## config.mk

```make
export PLATFORM = sky130hd
export DESIGN_NAME = cred_scroll_ctl
export DESIGN_NICKNAME = d
export VERILOG_FILES = /design/src/rtl/cred_scroll_ctl.sv
export SDC_FILE = /design/constraint.sdc
export NUM_CORES = 1
export LEC_CHECK = 0
export ABC_CLOCK_PERIOD_IN_PS = 2200
export CAP_MARGIN = 20
export CORE_MARGIN = 2
export CORE_UTILIZATION = 46
export DETAILED_ROUTE_END_ITERATION = 12
export HOLD_SLACK_MARGIN = 0.1
export PLACE_DENSITY_LB_ADDON = 0.25
export RECOVER_POWER = 50
export SYNTH_ARGS = -nofsm -noshare
export SYNTH_HDL_FRONTEND = slang
export SYNTH_SLANG_ARGS = --single-unit
```

## constraint.sdc

```tcl
create_clock -name clk -period 2.2 [get_ports clk]
set_clock_uncertainty 0.1 [all_clocks]
set_input_delay 0.22 -clock clk [delete_from_list [all_inputs] [get_ports clk]]
set_output_delay 0.22 -clock clk [all_outputs]
set_load 0.01 [all_outputs]
```

## src/rtl/cred_scroll_ctl.sv

```systemverilog
`default_nettype none
// ============================================================================
// Module  : cred_scroll_ctl
// Brief   : Credits-screen sequencer: scroll -> hold -> done with pause/skip,
//           driving text block position and cycling text colour.
// Revision: 1.0 - initial release
// ============================================================================
module cred_scroll_ctl #(
    parameter logic [11:0] X_POS        = 12'd400,
    parameter logic [11:0] START_Y      = 12'd600,
    parameter logic [11:0] STOP_Y       = 12'd200,
    parameter int unsigned STEP         = 4,
    parameter int unsigned HOLD_FRAMES  = 120,
    parameter int unsigned COLOR_FRAMES = 32,
    parameter logic [11:0] BG_COLOR     = 12'h000
) (
    input  logic        clk,
    input  logic        rst,
    input  logic        enable,
    input  logic        vsync_in,
    input  logic        mouse_left,
    output logic [11:0] xpos,
    output logic [11:0] ypos,
    output logic [11:0] color1,
    output logic [11:0] color2,
    output logic        active,
    output logic        done
);

    typedef enum logic [2:0] {
        S_IDLE   = 3'd0,
        S_SCROLL = 3'd1,
        S_PAUSED = 3'd2,
        S_HOLD   = 3'd3,
        S_DONE   = 3'd4
    } state_t;

    localparam logic [12:0] c_STEP       = 13'(STEP);
    localparam logic [12:0] c_LIMIT      = {1'b0, STOP_Y} + c_STEP;
    localparam logic [15:0] c_HOLD_LAST  = 16'(HOLD_FRAMES - 1);
    localparam logic [15:0] c_COLOR_LAST = 16'(COLOR_FRAMES - 1);

    state_t      state_q, state_d;
    logic [11:0] ypos_q, ypos_d;
    logic [11:0] xpos_q, color1_q, color1_d, color2_q;
    logic        active_q, active_d, done_q, done_d;
    logic [15:0] hold_cnt_q, hold_cnt_d;
    logic [15:0] col_cnt_q, col_cnt_d;
    logic [1:0]  col_idx_q, col_idx_d;
    logic        vsync_dly_q, tick_q, tick_d;
    logic        msync1_q, msync2_q, msync3_q, click_q, click_d;
    logic        w_col_adv;

    function automatic logic [11:0] palette(input logic [1:0] idx);
        case (idx)
            2'd0:    palette = 12'hFFF;
            2'd1:    palette = 12'hFF0;
            2'd2:    palette = 12'h0FF;
            default: palette = 12'hF0F;
        endcase
    endfunction

    always_comb begin
        tick_d     = vsync_in & ~vsync_dly_q;
        click_d    = msync2_q & ~msync3_q;
        state_d    = state_q;
        ypos_d     = ypos_q;
        hold_cnt_d = hold_cnt_q;
        col_cnt_d  = col_cnt_q;
        col_idx_d  = col_idx_q;
        w_col_adv  = 1'b0;

        if (!enable) begin
            state_d    = S_IDLE;
            ypos_d     = START_Y;
            hold_cnt_d = 16'd0;
            col_cnt_d  = 16'd0;
            col_idx_d  = 2'd0;
        end else begin
            case (state_q)
                S_IDLE: begin
                    ypos_d     = START_Y;
                    hold_cnt_d = 16'd0;
                    col_cnt_d  = 16'd0;
                    col_idx_d  = 2'd0;
                    state_d    = S_SCROLL;
                end
                S_SCROLL: begin
                    // A click in the same cycle as a frame tick pauses without moving
                    if (click_q) begin
                        state_d = S_PAUSED;
                    end else if (tick_q) begin
                        w_col_adv = 1'b1;
                        if ({1'b0, ypos_q} <= c_LIMIT) begin
                            ypos_d     = STOP_Y;
                            hold_cnt_d = 16'd0;
                            state_d    = S_HOLD;
                        end else begin
                            ypos_d = ypos_q - c_STEP[11:0];
                        end
                    end
                end
                S_PAUSED: begin
                    if (click_q) state_d = S_SCROLL;
                end
                S_HOLD: begin
                    if (click_q) begin
                        state_d = S_DONE;
                    end else if (tick_q) begin
                        w_col_adv = 1'b1;
                        if (hold_cnt_q >= c_HOLD_LAST) state_d = S_DONE;
                        else hold_cnt_d = hold_cnt_q + 16'd1;
                    end
                end
                S_DONE: begin
                    ypos_d = STOP_Y;
                end
                default: begin
                    state_d = S_IDLE;
                    ypos_d  = START_Y;
                end
            endcase
        end

        if (w_col_adv) begin
            if (col_cnt_q >= c_COLOR_LAST) begin
                col_cnt_d = 16'd0;
                col_idx_d = col_idx_q + 2'd1;
            end else begin
                col_cnt_d = col_cnt_q + 16'd1;
            end
        end

        active_d = (state_d == S_SCROLL) || (state_d == S_PAUSED) || (state_d == S_HOLD);
        done_d   = (state_d == S_DONE);
        color1_d = palette(col_idx_d);
    end

    always_ff @(posedge clk) begin
        if (!rst) begin
            state_q     <= S_IDLE;
            ypos_q      <= START_Y;
            xpos_q      <= X_POS;
            color1_q    <= 12'hFFF;
            color2_q    <= BG_COLOR;
            active_q    <= 1'b0;
            done_q      <= 1'b0;
            hold_cnt_q  <= 16'd0;
            col_cnt_q   <= 16'd0;
            col_idx_q   <= 2'd0;
            vsync_dly_q <= 1'b0;
            tick_q      <= 1'b0;
            msync1_q    <= 1'b0;
            msync2_q    <= 1'b0;
            msync3_q    <= 1'b0;
            click_q     <= 1'b0;
        end else begin
            state_q     <= state_d;
            ypos_q      <= ypos_d;
            xpos_q      <= X_POS;
            color1_q    <= color1_d;
            color2_q    <= BG_COLOR;
            active_q    <= active_d;
            done_q      <= done_d;
            hold_cnt_q  <= hold_cnt_d;
            col_cnt_q   <= col_cnt_d;
            col_idx_q   <= col_idx_d;
            vsync_dly_q <= vsync_in;
            tick_q      <= tick_d;
            msync1_q    <= mouse_left;
            msync2_q    <= msync1_q;
            msync3_q    <= msync2_q;
            click_q     <= click_d;
        end
    end

    assign xpos   = xpos_q;
    assign ypos   = ypos_q;
    assign color1 = color1_q;
    assign color2 = color2_q;
    assign active = active_q;
    assign done   = done_q;

endmodule
`default_nettype wire

```

# Word-level counts from Yosys, hierarchy flattened
# Index checks and enable logic that the tools add are counted.
[op_classes]
addsub = 4
n_lt_le_gt_ge = 3
eq_ne = 17
n_mux = 33
n_bitwise = 5
reduce_logical = 10
[ops]
columns = ["operator", "count"]
rows = [
  ["$mux W16", 10],
  ["$pmux W12 S3", 2],
  ["$pmux W16 S3", 1],
  ["$mux W12", 3],
  ["$add A16 B1 Y16 const B", 2],
  ["$mux W3", 8],
  ["$ge A16 B5 Y1 const B", 1],
  ["$ge A16 B7 Y1 const B", 1],
  ["$pmux W3 S5", 1],
  ["$eq A3 B2 Y1 const B", 4],
  ["$le A12 B8 Y1 const B", 1],
  ["$ne A2 B2 Y1 const B", 6],
  ["$sub A12 B3 Y12 const B", 1],
  ["$mux W2", 4],
  ["$reduce_and A7 Y1", 1],
  ["$eq A3 B1 Y1 const B", 2],
  ["$eq A3 B3 Y1 const B", 2],
  ["$mux W1", 4],
  ["$reduce_or A2 Y1", 2],
  ["$logic_not A3 Y1", 1],
  ["$ne A3 B1 Y1 const B", 1],
  ["$not A1 Y1", 3],
  ["$reduce_and A3 Y1", 1],
  ["$reduce_bool A3 Y1", 1],
  ["7 further kinds", 9],
]
[word_totals]
register_bits = 69
input_bits = 5

# Depth between registers and ports, before layout
[depth]
ltp_word = 9
depth_mapped = 8

# Worst setup path before layout
# No wires, ideal clock.
[synth_timing]
path_type = "register to register"
startpoint = "register ypos_q[8], in the netlist ypos[8]"
endpoint = "register hold_cnt_q[5]"
arrival_ns = 2.072
required_ns = 2.030
path_slack_ns = -0.042
stages_incl_launch_ff = 7
path_buffers = 0
synth_period_minus_slack_ns = 2.242
cell_sequence = "dfxtp_1 -> or4_4 -> or3_1 -> o22ai_2 -> o21bai_2 -> or4_1 -> a21oi_1"
[synth_between]
elab_chain_cells = 3
[synth_lines]
columns = ["element", "line", "rtl"]
rows = [
  ["from (decl)", "44", "logic [11:0] ypos_q, ypos_d;"],
  ["from (signal assigned)", "159", "ypos_q <= ypos_d;"],
  ["$le A12 B8 Y1", "94", "if ({1'b0, ypos_q} <= c_LIMIT) begin"],
  ["$ne A2 B2 Y1 (no source line)", "n/a", ""],
  ["$reduce_and A7 Y1 (no source line)", "n/a", ""],
  ["to (signal assigned)", "165", "hold_cnt_q <= hold_cnt_d;"],
  ["to (decl)", "47", "logic [15:0] hold_cnt_q, hold_cnt_d;"],
]
# Every way passes these cells.
# A chain may end at the register's enable or synchronous reset.

# Worst setup path in the final report
[layout_timing]
startpoint = "register ypos_q[11], in the netlist ypos[11]"
endpoint = "register hold_cnt_q[5]"
# Same word-level chain as after synthesis.

==> results.md <==
- Crit Reg-Reg Endpoint: hold_cnt_q[5]
- R2R depth: 6
- Mean Syn Cell Area: 8.54 sq um
- Row cnt: 28
- Slew Limit Fails: 0
- Per-cell routed wire length: 11.9 microns
- CTS Root Cell: clkbuf_8
- Dpl hpwl: 3780 microns
- Failing checks: negative setup slack
- DRC errors left: 0
- Yosys warns: 0
- Leakage power: 0.00124 uW
- GRT overflow: 0
- GP Congestion: 0.805
- Total power: 2150 uW
- Hold Path Class: flop to flop
- 1st-pass router iterations: 4
- CP Cell Sequence: or4_4 -> or3_4 -> o22ai_4 -> o21bai_4 -> or4_4 -> a21oi_2
- Die area: 0.00657 sq mm
- Initial drt markers: 112
- VDD IR-drop max: 0.000351 V
- Die height: 81.1 microns
- Clock tree buffer depth: 2
- Post-Syn Area: 0.00273 sq mm
- Register bit total from synthesis: 58
- Hold-fix buffers, CTS: 0
- Crit-path slowest cell: or4_4
- First-pass GRT wire length: 8510 microns
- Top cell type's share of synthesized area: 42.5%
- CP Data Required Time: 2.37 ns
- Crit Path Max Fanout: 6
- Drt via density: 5.01
- I/O Buffers: 28
- Final Worst Setup Slack: -0.0262 ns
- Final Util: 56.9%
- Ranking of synthesized cells by area: dfxtp_1 (43%), buf_4 (9.6%), nor2_1 (4.8%)
- Synthesized instance count: 320
- Kind of end point of the critical path: flop
- Placed instance area: 0.00302 sq mm
- Setup slack, reg-to-reg: -0.03 ns
- Final #Nets: 368
- Fin crit period: 2.23 ns
- Crit-path most repeated cell: or4_4
- Final WL: 5200 microns
- Worst-Margin Slew: 0.548 ns
- Clk Latency, worst-skew pair: 0.32 ns
- Top FF cell, synth: dfxtp_1
- Post-Place Setup Slack: -0.116 ns
- Final setup violation count: 3
- Antenna Cells: 0
- CP arrival: 2.39 ns
- Critical Path Source Type: flop
- Largest net degree at the start of global routing: 16
- Post-synth EDFFs: 0
- Final hold violation count: 0
- Fin crit share: 101%
- Share of cells above drive strength 1: 14.4%
- Max stage delay on crit path: 0.53 ns
- Clock sinks: 58
- CTS tree: built
- Ys async rst share: 0%
- Cts bufs inserted: 9
- Design Area, Final: 0.00331 sq mm
- Syn-to-layout area delta: 21.1%
- Core Area: 0.00582 sq mm
- Sequential fraction of the synthesis area: 42.5%
- Starting density of the core: 47.0%
- WS Path Type: flop to flop
- Max-slew headroom: 63.5%
- Outcome: finished, violations left
- Min Hold Slack: 0.283 ns
- Antenna-violating nets left: 0
- RSZ-0062 raised after global routing: true
- Peak Freq: 0.449 GHz
- Number of H-tree levels: 3
- IO Count: 55
- Worst Setup SP: ypos[11]
- Vias in the first global route: 1965
- Die width: 81.1 microns
- P per Cell Area: 649 mW/mm^2
- Via count: 2185
- Worst-path clk slew: 0.07 ns
- R2r startpoint: ypos[11]
- Maxcap violations: 0
- Critical Path Sink: hold_cnt_q[5]
- Initial antenna violation count: 0
- Post-synth cell types: 47
- Total GRT Usage: 17.0%
- Yosys top cell by area: dfxtp_1
## cell families after synthesis
| logic type | share of synthesized area, % |
|---|---|
| compound gates | 14.8 |
| xor+xnor | 2.57 |
| fa+ha+maj | 2.29 |
| buf+inv | 12.1 |
| flops | 42.5 |
| other cells | 0.275 |
| simple gates | 25.5 |
## metal layers
layer  vias up  part of all wire, %  GRT usage (%)
li1       1140                    -              -
met1      1002                   46           19.9
met2        38                   49           28.4
met3         5                  3.7           5.33
met4         0                  1.6           7.63
met5         -                    0              0
## state kept, by name, summed over array words and instances, names as in the netlist
signal       cells
click_q          1
state_q          3
col_idx_q        2
done             1
vsync_dly_q      1
msync2_q         1
msync1_q         1
col_cnt_q       16
color1           3
active           1
hold_cnt_q      16
ypos            10
tick_q           1
msync3_q         1
## metrics by stage
| step | cells | setup TNS, ns |
|---|---|---|
| finish | 436 | -0.0483 |
| global route | 436 | -0.563 |
| CTS | 436 | -0.0351 |
| detailed placement | 420 | -0.417 |
| global placement | 420 | -0.140 |
| floorplan | 344 | -0.0221 |
## cell type report
| type | instances | area, sq um |
|---|---|---|
| Fill cell | 554 | 2510 |
| Clock buffer | 11 | 151 |
| Sequential cell | 58 | 1160 |
| Inverter | 10 | 37.5 |
| Clock inverter | 3 | 40.0 |
| Tap cell | 75 | 93.8 |
| Timing Repair Buffer | 46 | 415 |
| Multi-Input combinational cell | 233 | 1410 |
## cells in the final DEF (no fill, tap or decap), types with 3 or more instances in the layout
cell type	n
dfxtp_1	56
nor2_1	35
conb_1	26
dlygate4sd3_1	24
a21oi_1	18
nand2_1	17
buf_4	16
nand3_1	12
nor3_1	11
clkbuf_8	11
inv_1	10
and2_1	9
o21ai_0	9
and3_1	7
nor2b_1	6
nand2b_1	5
or2_2	5
ha_1	5
or4_1	4
o21a_1	4
o211ai_1	4
xor2_1	4
nand4_1	4
xnor2_1	4
clkdlybuf4s50_1	4
nor4_1	3
a31oi_1	3
## how the worst min path moves through the flow
stage,end,start,cells past startpoint
after detailed placement,click_q,msync3_q,1
after CTS,click_q,msync3_q,1
final,click_q,msync3_q,1
after global placement,click_q,msync3_q,1
after global routing,click_q,msync3_q,1
after floorplan,msync1_q,mouse_left,1
## worst max-delay path: cells and delay by family (launching register included)
kind,cells,cell delay (ns)
AO/OA/AOI/OAI,3,0.38
flip-flops,1,0.32
AND/OR/NAND/NOR,3,1.37
## Yosys cell counts, types with 3 or more instances
master,count
inv_1,10
nor2b_1,6
o21ai_0,9
buf_4,35
or4_1,5
and2_1,11
clkbuf_1,7
or2_2,5
or3_1,3
nand2_1,17
a311oi_1,3
ha_1,5
o211ai_1,4
xor2_1,4
nor3_1,12
o21a_1,4
a31oi_1,3
dfxtp_1,58
nand4_1,4
xnor2_1,4
nor4_1,4
a21oi_1,20
nand3_1,12
nor2_1,35
and3_1,7
nand2b_1,5
## what timing repair did
action,in CTS,in global routing
endpoints found under the setup margin,13,16
buffers inserted,2,0
gates resized for setup,7,9
pin swaps,5,7
## report_power, final
part           total [uW]  switching [uW]  internal, uW
clock                 958             390           568
combinational         119            73.0          46.4
sequential           1070            9.34          1060
No activity file was read; power rests on OpenSTA's default activity.
